### src/rtl/mem_access_unit.sv
// Load/store unit between the datapath and a word-only data memory.
// Ports: clk, rst (sync, active-high); request side req/wr/size/sext/addr/wdata;
// status busy/done/err/rdata; memory side mem_we/mem_a/mem_wd/mem_rd.
module mem_access_unit #(
    parameter int AW = 32,
    parameter int DW = 32
) (
    input  logic          clk,
    input  logic          rst,
    input  logic          req,
    input  logic          wr,
    input  logic [1:0]    size,
    input  logic          sext,
    input  logic [AW-1:0] addr,
    input  logic [DW-1:0] wdata,
    output logic          busy,
    output logic          done,
    output logic          err,
    output logic [DW-1:0] rdata,
    output logic          mem_we,
    output logic [AW-1:0] mem_a,
    output logic [DW-1:0] mem_wd,
    input  logic [DW-1:0] mem_rd
);

    typedef enum logic [1:0] {
        IDLE = 2'd0,
        RD   = 2'd1,
        WR   = 2'd2,
        RSP  = 2'd3
    } state_t;

    state_t        state;
    logic          wr_q;
    logic [1:0]    size_q;
    logic          sext_q;
    logic [1:0]    lane_q;
    logic [DW-1:0] wdata_q;

    logic          bad;
    logic [3:0]    be;
    logic [DW-1:0] wide;
    logic [DW-1:0] merged;
    logic [DW-1:0] loaded;
    logic [7:0]    lb;
    logic [15:0]   lh;

    // Alignment / size check on the live request.
    always_comb begin
        bad = 1'b0;
        unique case (size)
            2'b00:   bad = 1'b0;
            2'b01:   bad = addr[0];
            2'b10:   bad = (addr[1:0] != 2'b00);
            default: bad = 1'b1;
        endcase
    end

    // Store data replicated across lanes; byte enables pick which lanes land.
    always_comb begin
        be   = 4'b1111;
        wide = wdata_q;
        unique case (size_q)
            2'b00: begin
                be   = 4'b0001 << lane_q;
                wide = {4{wdata_q[7:0]}};
            end
            2'b01: begin
                be   = lane_q[1] ? 4'b1100 : 4'b0011;
                wide = {2{wdata_q[15:0]}};
            end
            default: begin
                be   = 4'b1111;
                wide = wdata_q;
            end
        endcase
        merged = mem_rd;
        for (int i = 0; i < 4; i++) begin
            if (be[i])
                merged[8*i +: 8] = wide[8*i +: 8];
        end
    end

    // Sub-word load extraction with optional sign extension.
    always_comb begin
        lb     = mem_rd[{lane_q, 3'b000} +: 8];
        lh     = mem_rd[{lane_q[1], 4'b0000} +: 16];
        loaded = mem_rd;
        unique case (size_q)
            2'b00:   loaded = {{24{sext_q & lb[7]}}, lb};
            2'b01:   loaded = {{16{sext_q & lh[15]}}, lh};
            default: loaded = mem_rd;
        endcase
    end

    always_ff @(posedge clk) begin
        if (rst) begin
            state   <= IDLE;
            busy    <= 1'b0;
            done    <= 1'b0;
            err     <= 1'b0;
            rdata   <= '0;
            mem_we  <= 1'b0;
            mem_a   <= '0;
            mem_wd  <= '0;
            wr_q    <= 1'b0;
            size_q  <= 2'b00;
            sext_q  <= 1'b0;
            lane_q  <= 2'b00;
            wdata_q <= '0;
        end else begin
            done   <= 1'b0;
            err    <= 1'b0;
            mem_we <= 1'b0;
            unique case (state)
                IDLE: begin
                    if (req) begin
                        wr_q    <= wr;
                        size_q  <= size;
                        sext_q  <= sext;
                        lane_q  <= addr[1:0];
                        wdata_q <= wdata;
                        mem_a   <= {addr[AW-1:2], 2'b00};
                        mem_wd  <= wdata;
                        busy    <= 1'b1;
                        if (bad) begin
                            state <= RSP;
                            done  <= 1'b1;
                            err   <= 1'b1;
                        end else if (wr && size == 2'b10) begin
                            // Full-word store skips the read phase.
                            state  <= WR;
                            mem_we <= 1'b1;
                        end else begin
                            state <= RD;
                        end
                    end
                end
                RD: begin
                    if (wr_q) begin
                        mem_wd <= merged;
                        mem_we <= 1'b1;
                        state  <= WR;
                    end else begin
                        rdata <= loaded;
                        done  <= 1'b1;
                        state <= RSP;
                    end
                end
                WR: begin
                    done  <= 1'b1;
                    state <= RSP;
                end
                RSP: begin
                    busy  <= 1'b0;
                    state <= IDLE;
                end
                default: begin
                    busy  <= 1'b0;
                    state <= IDLE;
                end
            endcase
        end
    end

endmodule

### config.mk
export PLATFORM = sky130hd
export DESIGN_NAME = mem_access_unit
export DESIGN_NICKNAME = d
export VERILOG_FILES = /design/src/rtl/mem_access_unit.sv
export SDC_FILE = /design/constraint.sdc
export NUM_CORES = 1
export LEC_CHECK = 0
export CORE_ASPECT_RATIO = 0.7
export CORE_MARGIN = 5
export CORE_UTILIZATION = 30
export CTS_CLUSTER_DIAMETER = 40
export CTS_CLUSTER_SIZE = 25
export DETAILED_ROUTE_END_ITERATION = 8
export GPL_TIMING_DRIVEN = 1
export SLEW_MARGIN = 20
export SYNTH_ARGS = -nofsm -noshare
export SYNTH_HDL_FRONTEND = slang
export SYNTH_SLANG_ARGS = --single-unit
### constraint.sdc
create_clock -name clk -period 1.9 [get_ports clk]
set_clock_uncertainty 0.05 [all_clocks]
set_input_delay 0.38 -clock clk [delete_from_list [all_inputs] [get_ports clk]]
set_output_delay 0.38 -clock clk [all_outputs]
set_load 0.02 [all_outputs]
==> impl_results.md, run 1 <==
- Outcome: finished, final reports clean
- Peak fanout along the critical path: 2
- Max cap viols: 0
- Layout area overhead: 52.3%
- Switching share of power: between 30% and 40%
- CTS tree: done
- Area of the mapped netlist: 6540 µm²
- Period minus WS final: 1.86 ns
- Setup Crit Path Kind: reg -> out
- Cells after Synth: 829
- Core area: 21600 µm²
- Slowest library cell on the worst path: clkdlybuf4s50_1
- Psw: 6110 µW
- Vias: around 7000
- Cell family with most CP delay: buffers and inverters
- Yosys warns: 0
- Commonest non-fill, non-tap cell in the layout: nand2_1
- Worst-margin pin slew: 0.555 ns
- Seq pwr share: 28.1%
- Period utilisation layout: 97.7%
- Pwr dens: 1570 nW/µm²
- Place WS: -0.316 ns
- Antenna Nets Post-Route: 0
- DR iter-0 viols: 574
- Post-synth cell types: 43
- Final hold viol count: 0
- Root Buffer: clkbuf_16
- I/O Buffers: 200
- Initial core utilization: between 30% and 40%
- Post-synthesis register bit count: 138
- CP Cell Sequence: clkdlybuf4s50_1
- Number of synthesized flops with an enable pin: 0
- Clock slew at reported path FFs: 0.06 ns
- Congestion Overflow GR: 0
- Ys async rst share: 0%
- Clock Tree Buf Depth: 2
- Antenna Cells: 0
- Vias in the first global route: 6465
- CTS Buf Count: 17
- Die H: about 130 µm
- Commonest non-fill, non-tap cells in the layout: nand2_1 (197), clkdlybuf4s50_1 (179), dfxtp_1 (136), a21oi_1 (122), o21ai_0 (74)
- Antenna violations before repair: 0
- Largest net degree at the start of global routing: 76
- DRC errors left: 0
- Worst IR Drop VDD: 657 µV
- Routed Wire Length: 25700 µm
- CTS Sinks: approximately 140
- Int Power: 9530 µW
- Htree depth: 4
- Sequential cell area fraction in the yosys report: 42.2%
- Setup violators final: 0
- Drt wl/cell: 19.2 µm
- Sum of negative setup slack: 0 ns
- Required time worst endpoint: about 1.5 ns
- Top FF cell, synth: dfxtp_1
- IO Count: 203
- Fin nets: 1148
- Worst min-delay path class: in -> reg
- # fillers: 2092
- Relative slew slack: 62.9%
- Leak: ~0.0039 µW
- First-pass GRT wire length: 38500 µm
- Crit path buffers/inverters: 1
- Setup slack after layout: 0.0433 ns
- Num rows: 45
- WP data arrival: 1.43 ns
- Layout cells sized above 1: about 15%
- Gate power share: 48.6%
- Crit start category: register
- CP endpoint kind: output pin
- Fmax: 539 MHz
- Avg Inst Size Synth: roughly 7.9 µm²
- Max Transition Viols Final: 0
- GP Congestion: 0.875
- CP peak stage delay: ~0.63 ns
- CTS Hold Buffers Added: 0
- Global Route Usage Sum: 19.4%
- Later-pin clock latency in the skew report: 0.42 ns
- First-pass iteration count of the detailed router: 5
- Clock Power Share: roughly a quarter
- Via/cell ratio: 5.24
- Die area: 24900 µm²
- Chip width: 187 µm
- Detailed Place HPWL: 18400 µm
per-layer routing:
layer  GRT usage (%)  share of wire, %
met5               0                 0
met4            3.64              0.64
met3            4.92               7.5
met2            28.1                43
met1            29.2                49
synth_stat cells, types with 5 or more instances:
library cell,count,area [µm²]
mux2_2,8,90.1
o21ai_0,74,370
nand2_1,198,743
a21oi_1,122,611
inv_1,12,45.0
buf_2,20,100
a221oi_2,17,255
a311oi_1,19,166
nand3_1,39,195
a31o_2,15,131
o221ai_1,5,43.8
ha_1,5,62.6
a221oi_1,8,70.1
nor2_1,28,105
a22o_1,9,78.8
nor3_1,5,25.0
a31oi_1,6,37.5
clkbuf_1,46,173
mux2i_1,10,100
dfxtp_1,138,2760
a211oi_1,8,60.1
logic make-up (layout without fill, tap and decap cells):
logic type	count (synthesis)	after routing	share of synthesized area (%)
AOI/OAI and AO/OA	291	291	28.9
and+or+nand+nor	287	290	18.5
DFF	138	138	42.2
buffers and inverters	88	308	6.14
muxes	19	19	3.25
adders and majority gates	5	5	0.956
other	1	2	0.0573
metrics by stage:
step	area [µm²]	power [µW]	utilization [%]	std cells	hold slack [ns]
floorplan	6550	8330	-	830	0.382
global placement	9140	11400	42.4	1297	0.391
detailed placement	9140	11500	42.4	1297	0.396
CTS	9810	15300	45.5	1331	0.241
global route	9970	16500	46.2	1335	0.258
finish	9970	15600	46.2	1335	0.252
flip-flops by register name, indices dropped and copies added, names as in the netlist:
signal	flops
wdata_q	32
state	2
busy	1
lane_q	2
mem_wd	32
size_q	2
mem_a	30
done	1
sext_q	1
rdata	32
wr_q	1
err	1
mem_we	1
power groups by stage:
stage | clock network, µW | logic (µW) | registers [µW]
2_1_floorplan | 0 | 3240 | 5090
3_3_place_gp | 0 | 7020 | 4430
3_5_place_dp | 0 | 7110 | 4420
4_1_cts | 3700 | 7240 | 4380
5_1_grt | 3850 | 8170 | 4490
6_report | 3650 | 7600 | 4390
final cells by class:
class	count	area (µm²)	area share (%)
inverters	12	45.0	0.452
flip-flops and latches	138	2770	27.8
repair buffers	264	2690	27.0
clock inverters	11	166	1.67
clock buffers	21	480	4.82
multi-input cells	607	3470	34.8
well taps	282	353	3.54
worst paths after layout:
path                                                to                   start  cells past startpoint  slack [ns]
worst min-delay path            mem_a[31]$_SDFFE_PP0P_                     rst                      2        0.25
worst max-delay path                          rdata[5]   rdata[5]$_SDFFE_PP0P_                      1        0.04
worst min register to register  mem_a[19]$_SDFFE_PP0P_  mem_a[19]$_SDFFE_PP0P_                      2        0.40
worst max register to register   rdata[7]$_SDFFE_PP0P_   state[1]$_SDFFE_PP0P_                      7        0.09
repair_timing:
item                       in CTS  in global routing
resized for setup              10                 28
gates cloned                    2                  2
pin swaps                       1                  3
setup endpoints to repair      16                 43
setup buffers                   0                  2
Note: power is estimated with default switching activity, not from simulation.
==> run 2, diff against run 1 <==
Settings changed: SETUP_SLACK_MARGIN from default to 0.2.
==> run 2 against run 1 <==
Against the previous run:
- core utilization rose by 1.3 points
- flip-flop and latch count did not move
- non-clock buffer count rose by 19
- cell count rose by 1.4%
- sequential share of layout area fell by 0.71 points
- first-iteration DRC count rose by 32%
- wire length rose by 7.2%
- setup slack improved by 0.11 ns
- global-route usage rose by 0.78 points
- via count rose by 2.9%
- combinational power rose by 8.4%
- highest routed layer unchanged
==> impl_results.md, run 2 (synthesized netlist as in run 1, its figures left out) <==
- Period utilisation layout: 92.1% (was 97.7%)
- Vias: 7199 (was 6995)
- Clock Power Share: 19.8% (was 23.4%)
- Antenna Nets Post-Route: 0 (unchanged)
- Core area: 21600 µm² (unchanged)
- Layout cells sized above 1: 19.1% (was 15.3%)
- Outcome: finished, final reports clean (unchanged)
- Int Power: 9250 µW (was 9530 µW)
- Initial core utilization: 30.3% (unchanged)
- CP Cell Sequence: inv_4 -> ha_4 -> nor2b_4 -> buf_6 -> or3_4 -> a221oi_2 -> a311oi_1 (was clkdlybuf4s50_1)
- Cell family with most CP delay: simple AND/OR/NAND/NOR gates (was buffers and inverters)
- Gate power share: 52.2% (was 48.6%)
- Detailed Place HPWL: 18300 µm (was 18400 µm)
- Die H: 134 µm (unchanged)
- First-pass GRT wire length: 39800 µm (was 38500 µm)
- Worst-margin pin slew: 0.518 ns (was 0.555 ns)
- Placed Instances: 1296 (was 1297)
- Hold Slack: 0.399 ns (was 0.252 ns)
- Beginning of the worst register-to-register path: state[1]$_SDFFE_PP0P_ (unchanged)
- Global Route Usage Sum: 20.2% (was 19.4%)
- Switching share of power: 41.4% (was 39.1%)
- Chip width: 187 µm (unchanged)
- Worst min-delay path class: reg -> reg (was in -> reg)
- Max Transition Viols Final: 0 (unchanged)
- CTS Buf Count: 17 (unchanged)
- Seq pwr share: 27.9% (was 28.1%)
- Sum of negative setup slack: 0 ns (unchanged)
- Root Buffer: clkbuf_16 (unchanged)
- Antenna violations before repair: 0 (unchanged)
- Num rows: 45 (unchanged)
- Later-pin clock latency in the skew report: 0.43 ns (was 0.42 ns)
- Crit path buffers/inverters: 2 (was 1)
- Max cap viols: 0 (unchanged)
- # fillers: 2111 (was 2092)
- Pwr Total: 15800 µW (was 15600 µW)
- Commonest non-fill, non-tap cells in the layout: nand2_1 (196), dfxtp_1 (133), a21oi_1 (122), clkdlybuf4s50_1 (100), dlygate4sd2_1 (99) (was nand2_1 (197), clkdlybuf4s50_1 (179), dfxtp_1 (136), a21oi_1 (122), o21ai_0 (74))
- Relative slew slack: 65.5% (was 62.9%)
- Setup slack after layout: 0.151 ns (was 0.0433 ns)
- CTS tree: done (unchanged)
- WP data arrival: 1.99 ns (was 1.43 ns)
- CTS Hold Buffers Added: 0 (unchanged)
- Clock slew at reported path FFs: 0.06 ns (about the same)
- Drt wl/cell: 20.3 µm (was 19.2 µm)
- Worst IR Drop VDD: 936 µV (was 657 µV)
- Setup violators final: 0 (unchanged)
- Largest regs: mem_wd x32, rdata x32, wdata_q x32 (unchanged)
- Leak: 0.00415 µW (was 0.00385 µW)
- Via/cell ratio: 5.32 (was 5.24)
- Period minus WS final: 1.75 ns (was 1.86 ns)
- Fin nets: 1167 (was 1148)
- Setup Crit Path Kind: reg -> reg (was reg -> out)
- Peak fanout along the critical path: 5 (was 2)
- Final hold viol count: 0 (unchanged)
- CP endpoint kind: register (was output pin)
- GP Congestion: 0.880 (was 0.875)
- Layout area overhead: 56.7% (was 52.3%)
- DRC errors left: 0 (unchanged)
- CP peak stage delay: 0.38 ns (was 0.63 ns)
- Place WS: -0.367 ns (was -0.316 ns)
- Clock Tree Buf Depth: 2 (unchanged)
- DR iter-0 viols: 757 (was 574)
- First-pass iteration count of the detailed router: 5 (unchanged)
- Largest net degree at the start of global routing: 101 (was 76)
- Non-Filler Instances: 1354 (was 1335)
- HP Start: mem_a[12]$_SDFFE_PP0P_ (was rst)
- I/O Buffers: 200 (unchanged)
- Htree depth: 4 (unchanged)
- Die area: 24900 µm² (unchanged)
- Commonest non-fill, non-tap cell in the layout: nand2_1 (unchanged)
- Psw: 6530 µW (was 6110 µW)
- CTS Sinks: 138 (unchanged)
- IO Count: 203 (unchanged)
- Vias in the first global route: 6708 (was 6465)
- Congestion Overflow GR: 0 (unchanged)
- Crit start category: register (unchanged)
- Setup repair after global routing missed its margin: true
- Routed Wire Length: 27500 µm (was 25700 µm)
- Pwr dens: 1540 nW/µm² (was 1570 nW/µm²)
- Required time worst endpoint: 2.14 ns (was 1.47 ns)
- Fmax: 572 MHz (was 539 MHz)
- Slowest library cell on the worst path: or3_4 (was clkdlybuf4s50_1)
- CP Launch Point: state[1]$_SDFFE_PP0P_ (was rdata[5]$_SDFFE_PP0P_)
- Antenna Cells: 0 (unchanged)
==> run 2: cell count changes in the layout (fill, tap and decap cells not counted), moves of 4 or more <==
cell	change
o21ai_0	-21
clkdlybuf4s50_1	-79
o21ai_1	+20
buf_6	+11
buf_16	+4
nor2_2	+4
clkbuf_16	+4
nor2_1	-7
bufinv_16	-4
a221oi_1	-5
dlymetal6s2s_1	-15
buf_4	-4
a221oi_2	+4
dlygate4sd2_1	+94
==> run 2: cell type report <==
cell class / instances / area [µm²] / area share (%)
Clock buffer: 22 / 484 / 4.72
Clock inverter: 10 / 67.6 / 0.659
Inverter: 12 / 50.0 / 0.488
Multi-Input combinational cell: 607 / 3600 / 35.2
Sequential cell: 138 / 2770 / 27.1
Tap cell: 282 / 353 / 3.44
Timing Repair Buffer: 283 / 2920 / 28.5
==> run 2: per-layer routing <==
| layer | vias up | GRT usage (%) | wire length, µm |
|---|---|---|---|
| met5 | - | 0 | 0 |
| met4 | 0 | 4.94 | 436 |
| met3 | 31 | 7.07 | 2910 |
| met2 | 375 | 28.6 | 11300 |
| met1 | 3373 | 29.2 | 12800 |
| li1 | 3420 | - | - |
==> run 2: power groups by stage <==
stage	sequential, µW	combinational (µW)	clock [µW]
after global routing	4500	8790	3330
after detailed placement	4420	7070	0
final	4410	8240	3130
after CTS	4360	7390	3180
after global placement	4410	7020	0
after floorplan	5090	3260	0
==> run 2: timing repair <==
item                       4_1_cts  5_1_grt
pin swaps                       11       24
setup buffers                    7        6
setup endpoints to repair      218      119
gates resized for setup        134       60
gates cloned                     5        8
==> run 2: path summary, 6_finish.rpt <==
check                                end  slack [ns]  cells after the start
setup / recovery  mem_wd[4]$_SDFFE_PP0P_        0.15                      7
setup reg to reg  mem_wd[4]$_SDFFE_PP0P_        0.15                      7
hold reg to reg   mem_a[12]$_SDFFE_PP0P_        0.40                      2
hold / removal    mem_a[12]$_SDFFE_PP0P_        0.40                      2
==> run 2: through the flow <==
step	util (%)	cell area, µm²
final	47.5	10300
after global routing	47.5	10300
after CTS	45.8	9880
after detailed placement	42.4	9150
after global placement	42.4	9150
after floorplan	-	6560
==> run 2: worst min-delay path: cells and delay by family (launching register included) <==
family | cells | cell delay, ns
AO/OA/AOI/OAI | 1 | 0.05
flip-flops | 1 | 0.30
AND/OR/NAND/NOR | 1 | 0.05
==> RTL edit: new RTL, flow settings as in run 2 <==
Change the parameter `AW` from 32 to 16.
--- a/src/rtl/mem_access_unit.sv
+++ b/src/rtl/mem_access_unit.sv
@@ -4,3 +4,3 @@
 module mem_access_unit #(
-    parameter int AW = 32,
+    parameter int AW = 16,
     parameter int DW = 32
Interface: changed (resized addr and mem_a); port bits go from 203 to 171. No check against the original RTL was run, so the function may have changed too.
==> RTL edit against run 2 <==
Cell count shrank 7.9%. Synthesized area shrank 8.1%. Count of clock-buffer cells in the layout grew 2. Routed wire length shrank 8.8%. Die area shrank 7.6%. Power shrank 2.7%. Design area shrank 6.8%. Sequential cell count shrank 16. Global-route usage grew 0.52 points. Non-clock buffer count shrank 31. Synthesized cell count shrank 8.3%. Setup slack lost 73 ps. Highest routed layer unchanged.
==> RTL edit: results (changes against run 2) <==
- The total of buffers placed on input and output ports is 168 (was 200).
- Post-Syn Area per Cell: 7.91 um^2 (was 7.89 um^2)
- The static leakage came to 3.82 nW (was 4.15 nW).
- Result of the run: finished, final reports clean (unchanged)
- The number of fillers in the final layout came to 1953 (was 2111).
- The delay of the slowest critical-path stage was 460 ps (was 380 ps).
- The number of distinct library cell variants in the gate-level netlist after synthesis was 49 (was 43).
- Worst min-delay path class: input pin to register (was register to register)
- The initial detailed-routing violation count was 575 (was 757).
* Worst reg2reg startpoint: state[0]$_SDFFE_PP0P_ (was state[1]$_SDFFE_PP0P_)
- The highest ir drop seen on vdd was 0.666 mV (was 0.936 mV).
- Layout Nets: 1056 (was 1167)
- Resize count post-CTS: 124 (was 134)
* Placed Cells incl. Taps: 1185 (was 1296)
- Hold path start: rst (was mem_a[12]$_SDFFE_PP0P_)
* Critical Path End: mem_wd[29]$_SDFFE_PP0P_ (was mem_wd[4]$_SDFFE_PP0P_)
* Worst Hold Path EP: mem_a[15]$_SDFFE_PP0P_ (was mem_a[12]$_SDFFE_PP0P_)
- Power drawn by the clock network: 3.23 mW (was 3.13 mW)
- The routability-driven placement congestion ratio is 0.866 (was 0.880).
- Reg-to-reg endpoint: mem_wd[29]$_SDFFE_PP0P_ (was mem_wd[4]$_SDFFE_PP0P_)
* Pin count of the biggest net entering global routing: 69 (was 101)
- The adder and majority cell fraction of the synthesized area came to 0.0104 (was 0.00956).
- The total global-route track usage came to 0.207 (was 0.202).
- Setup Fix Bufs, Post-CTS: 13 (was 7)
- Complex-gate fraction of the synthesized area: 0.303 (was 0.289)
- Max Fanout on Critical Path: 6 (was 5)
- The sequential area share after synthesis was 0.406 (was 0.422).
- The design internal power is 9.14 mW (was 9.25 mW).
* Sum of net half-perimeters after detailed placement: 17.0 mm (was 18.3 mm)
- The via total after detailed routing was 6657 (was 7199).
- The multiplexer share of the synthesized area is 0.0354 (was 0.0325).
* Most used standard cells in the synthesized netlist: sky130_fd_sc_hd__nand2_1 (166), sky130_fd_sc_hd__dfxtp_1 (122), sky130_fd_sc_hd__a21oi_1 (106) (was sky130_fd_sc_hd__nand2_1 (198), sky130_fd_sc_hd__dfxtp_1 (138), sky130_fd_sc_hd__a21oi_1 (122))
RTL edit: routing by layer:
metal  global-route usage  share of wire  vias to the layer above
li1                     -              -                     3153
met3               0.0617           0.10                       37
met1                0.300           0.46                     3146
met2                0.299           0.42                      321
met5                    0              0                        -
met4               0.0564          0.020                        0
RTL edit: cell type report:
cell class              count  area [um^2]  area share
repair buffers            252         2610       0.274
inverters                  12         51.3     0.00537
multi-input cells         559         3520       0.369
clock inverters             8         92.6     0.00969
clock buffers              24          482      0.0504
well taps                 270          338      0.0354
flip-flops and latches    122         2450       0.257
RTL edit: per-stage QoR:
| step | setup slack [ps] | hold slack [ps] | power, mW | util |
|---|---|---|---|---|
| global route | -18.4 | 395 | 16.1 | 0.484 |
| CTS | 93.6 | 356 | 14.6 | 0.463 |
| floorplan | 58.6 | 382 | 7.70 | - |
| detailed placement | -343 | 396 | 10.7 | 0.418 |
| finish | 77.5 | 359 | 15.4 | 0.484 |
| global placement | -309 | 392 | 10.6 | 0.418 |
